==> config.mk <==
export PLATFORM = sky130hd
export DESIGN_NAME = pipe_skid_stage
export DESIGN_NICKNAME = d
export VERILOG_FILES = /design/src/rtl/pipe_pkg.sv /design/src/rtl/pipe_skid_stage.sv
export SDC_FILE = /design/constraint.sdc
export NUM_CORES = 1
export LEC_CHECK = 0
export ABC_AREA = 1
export CAP_MARGIN = 20
export CORE_UTILIZATION = 51
export CTS_CLUSTER_SIZE = 16
export DETAILED_ROUTE_END_ITERATION = 10
export PLACE_DENSITY = 0.78
export SLEW_MARGIN = 20
export SYNTH_ARGS = -nofsm -noshare
export SYNTH_HDL_FRONTEND = slang
export SYNTH_SLANG_ARGS = --single-unit
==> constraint.sdc <==
create_clock -name clk -period 2.3 [get_ports clk]
set_clock_uncertainty 0.2 [all_clocks]
set_input_delay 0.23 -clock clk [delete_from_list [all_inputs] [get_ports clk]]
set_output_delay 0.23 -clock clk [all_outputs]
set_load 0.02 [all_outputs]
==> src/rtl/pipe_pkg.sv <==
// Shared types and constants for the pipelined core's stage boundaries.
// The state encoding doubles as the valid bits: bit 0 = main valid, bit 1 = skid valid.
package pipe_pkg;

    typedef enum logic [1:0] {
        EMPTY = 2'b00,
        HALF  = 2'b01,
        FULL  = 2'b11
    } stage_state_e;

    typedef struct packed {
        logic [31:0] instr;
        logic [31:0] pc;
    } if_id_t;

    localparam logic [31:0] NOP_INSTR    = 32'h0000_0013;
    localparam logic [63:0] IF_ID_BUBBLE = {NOP_INSTR, 32'h0};

endpackage

==> src/rtl/pipe_skid_stage.sv <==
// Pipeline-boundary register with valid/ready handshake and a one-entry skid buffer.
// in_ready comes straight from a flop so no combinational ready path crosses stages.
module pipe_skid_stage
    import pipe_pkg::*;
#(
    parameter int                 DATA_W        = 64,
    parameter logic [DATA_W-1:0]  BUBBLE_VAL    = '0,
    parameter bit                 ZERO_ON_DRAIN = 1'b1
) (
    input  logic              clk,
    input  logic              rst_n,
    input  logic              flush,
    input  logic              in_valid,
    output logic              in_ready,
    input  logic [DATA_W-1:0] in_data,
    output logic              out_valid,
    input  logic              out_ready,
    output logic [DATA_W-1:0] out_data,
    output logic [1:0]        occupancy
);

    stage_state_e      state_q;
    stage_state_e      state_d;
    logic              in_ready_q;
    logic              skid_valid;
    logic [DATA_W-1:0] main_q;
    logic [DATA_W-1:0] skid_q;
    logic              accept;
    logic              drain;
    logic              load_main_in;
    logic              load_main_skid;
    logic              load_skid;
    logic              clear_main;

    assign out_valid  = state_q[0];
    assign skid_valid = state_q[1];
    assign accept     = in_valid & in_ready_q;
    assign drain      = out_valid & out_ready;

    // State register; in_ready is precomputed from the next state.
    always_ff @(posedge clk or negedge rst_n) begin
        if (!rst_n) begin
            state_q    <= EMPTY;
            in_ready_q <= 1'b1;
        end else begin
            state_q    <= state_d;
            in_ready_q <= (state_d != FULL);
        end
    end

    always_comb begin
        state_d = state_q;
        if (flush) begin
            state_d = EMPTY;
        end else begin
            unique case (state_q)
                EMPTY: if (accept) state_d = HALF;
                HALF: begin
                    if (accept && !drain)      state_d = FULL;
                    else if (!accept && drain) state_d = EMPTY;
                end
                FULL:    if (drain) state_d = HALF;
                default: state_d = EMPTY;
            endcase
        end
    end

    // Datapath controls; loads are gated by accept so idle in_data never leaks out.
    always_comb begin
        load_main_in   = 1'b0;
        load_main_skid = 1'b0;
        load_skid      = 1'b0;
        clear_main     = 1'b0;
        if (flush) begin
            clear_main = 1'b1;
        end else begin
            unique case (state_q)
                EMPTY: load_main_in = accept;
                HALF: begin
                    if (accept && drain) load_main_in = 1'b1;
                    else if (accept)     load_skid    = 1'b1;
                    else if (drain)      clear_main   = ZERO_ON_DRAIN;
                end
                FULL:    load_main_skid = drain;
                default: ;
            endcase
        end
    end

    always_ff @(posedge clk or negedge rst_n) begin
        if (!rst_n) begin
            main_q <= BUBBLE_VAL;
            skid_q <= '0;
        end else begin
            if (clear_main)          main_q <= BUBBLE_VAL;
            else if (load_main_in)   main_q <= in_data;
            else if (load_main_skid) main_q <= skid_q;
            if (load_skid)           skid_q <= in_data;
        end
    end

    assign in_ready  = in_ready_q;
    assign out_data  = main_q;
    assign occupancy = {1'b0, out_valid} + {1'b0, skid_valid};

endmodule
==> summary.txt <==
Floorplanning
  – Top Ports: 137
  – Row Count: 40
  – Initial Util: 52.7%
  – Die width: 114 um
  – Core ar.: 12100 um2
  – Die Y: 114 um
  – Die ar.: 12900 um2

Setup path
  – CP max stage delay: 640 ps
  – Critical Path Slowest Stage Cell: clkdlybuf4s50_1
  – Crit end category: output port
  – Reg2reg setup slack: 220 ps
  – Data required time at the worst endpoint: 1870 ps
  – R2R depth: 10
  – Worst path cell trace: ha_1, clkdlybuf4s50_1
  – CP startpoint kind: register
  – Class of the most critical setup path: register to output port
  – Crit path max fanout: 7
  – Crit path DAT: 1730 ps

Outcome
  – Status: complete, no violations

Clocking
  – Clk Latency, worst-skew pair: 410 ps
  – CTS root buf: clkbuf_16
  – Max clock buf depth: 2
  – CTS buffer count: 17
  – CTS tree: yes
  – Worst-path clk slew: 60 ps
  – Htree depth: 4
  – Sink Count: 131

Global routing
  – GRT Overall Usage: 28.6%
  – Vias in the first global route: 5895
  – Largest net degree at the start of global routing: 83
  – First-pass GRT wire length: 29100 um
  – Grt total ovfl: 0
  – Initial antenna violation count: 1

STA
  – Hold Vio Cnt, Final: 0
  – RSZ-0062 raised after global routing: no
  – Period utilization: 93.9%
  – Setup violators final: 0
  – Slew at the pin closest to its max-slew limit: 549 ps
  – Slew Limit Headroom: 63.4%
  – Setup TNS: 0 ps
  – FMAX: 463 MHz
  – Final min period: 2160 ps
  – Max Slew Vio Count: 0

Yosys
  – Post-synthesis compound-gate area fraction: 0.807%
  – Post-synthesis mux area share: 0%
  – Synthesized netlist net count: 889
  – Mapped cell area: 6360 um2
  – Adder-Cell Fraction of Synth Area: 0.787%
  – Largest family of logic cells by synthesized area: simple AND/OR/NAND/NOR gates
  – XOR/XNOR Fraction of Synth Area: 0%
  – Synth cell types: 19
  – Yosys warning total: 0
  – Simple-gate area share of the yosys netlist: 40.6%
  – Cells after Synth: 816
  – Seq cells post-synth: 131
  – Sequential area share after synthesis: 51.6%
  – Syn_area_per_cell: 7.79 um2

Min path
  – Hold WC Path Type: input pin to asynchronous set/reset pin

Cells and area
  – Most frequent cells in the layout: nand2_1 (393), clkdlybuf4s50_1 (134), nand3_1 (132), dfrtp_1 (129), nand4_1 (64)
  – Final net count: 997
  – Most common cell after layout, fill and taps aside: nand2_1
  – N_diodes: 0
  – Layout cells sized above 1: 6.62%
  – Area grow syn2layout: 32.4%
  – Filler cells: 983

Detailed routing
  – Routed Antenna Nets: 0
  – Wirelength per Cell: 16.0 um
  – Via count: 6114
  – Iter 0 DRT Violations: 545
  – Via/cell ratio: 5.54
  – Final WL: 17700 um
  – TritonRoute pass-1 iters: 5
  – DR DRC count: 0

Pwr
  – P_leak: 4.36 nW
  – Total power: 0.00827 W
  – Largest vdd supply drop: 0.583 mV
  – Pwr dens: 984 nW/um2

Place
  – RePlAce Congestion: 0.812
  – Port Buffer Count: 136
  – HPWL Detailed: 10700 um

Job
  – Number of max-cap violations: 0
power by group:
part / internal (W) / switching (W)
Sequential: 0.00295 / 0.000371
Combinational: 0.000899 / 0.00139
Clock: 0.00165 / 0.00102
synth_stat cells, drive strengths merged:
master	number	area share [%]
nand2	398	24
nand3	132	10
dfrtp	130	51
nand4	64	6.3
buf	58	5.1
clkbuf	9	0.53
inv	9	0.53
ha	4	0.79
nor2	4	0.35
a21oi	3	0.47
o21ai	3	0.24
a31oi	1	0.098
dfstp	1	0.41
through the flow:
step                      hold WS [ps]  instances  setup slack, ps  utilization, %  instance area (um2)
after floorplan                   -266        816              442               -                 6360
after detailed placement          26.4       1072              170            64.8                 7820
after global routing               180       1104             58.1            69.8                 8410
after global placement            25.8       1072              233            64.8                 7820
after CTS                          158       1104             38.1            69.7                 8410
final                              144       1104              141            69.8                 8410
logic make-up after synthesis:
| logic type | Yosys count |
|---|---|
| simple gates | 598 |
| flops | 131 |
| buf+inv | 76 |
| compound gates | 7 |
| fa+ha+maj | 4 |
what timing repair did:
| action | in CTS | in global routing |
|---|---|---|
| endpoints found under the hold margin | 53 | 0 |
| setup buffers | 0 | 0 |
| hold buffers | 1 | 0 |
| gates resized for setup | 1 | 1 |
| setup endpoints to repair | 1 | 1 |
layer usage:
layer  share of wire [%]  wire length [um]  global-route usage, %
met5                   0                 0                      0
met2                  49              8660                   46.6
met1                  43              7590                   38.3
met3                 6.7              1180                   5.58
met4                 1.6               276                   10.2
worst max-delay path, delay by kind of cell, from the launching register on:
kind / cells / cell delay [ps]
buffers and inverters: 1 / 640
DFF: 1 / 420
adders and majority gates: 1 / 260
worst paths after layout:
check                            start            to
setup reg to reg            state_q[1]  out_data[21]
hold / removal                   rst_n  out_data[24]
min in group clk           in_data[34]    skid_q[34]
setup / recovery            state_q[0]  occupancy[1]
hold reg to reg             skid_q[33]    skid_q[33]
max in group asynchronous        rst_n  out_data[46]
cell type report:
| cell class | instances | area, um2 | area share, % |
|---|---|---|---|
| Clock inverter | 12 | 131 | 1.56 |
| Sequential cell | 131 | 3280 | 39.0 |
| Inverter | 9 | 33.8 | 0.402 |
| Clock buffer | 19 | 453 | 5.38 |
| Multi-Input combinational cell | 609 | 2710 | 32.2 |
| Timing Repair Buffer | 156 | 1590 | 18.9 |
| Tap cell | 168 | 210 | 2.50 |
sequential cells by signal, summed over array words and instances (netlist names):
| signal | flops |
|---|---|
| out_data | 64 |
| in_ready | 1 |
| state_q | 2 |
| skid_q | 64 |
No activity file was read; power rests on OpenSTA's default activity.
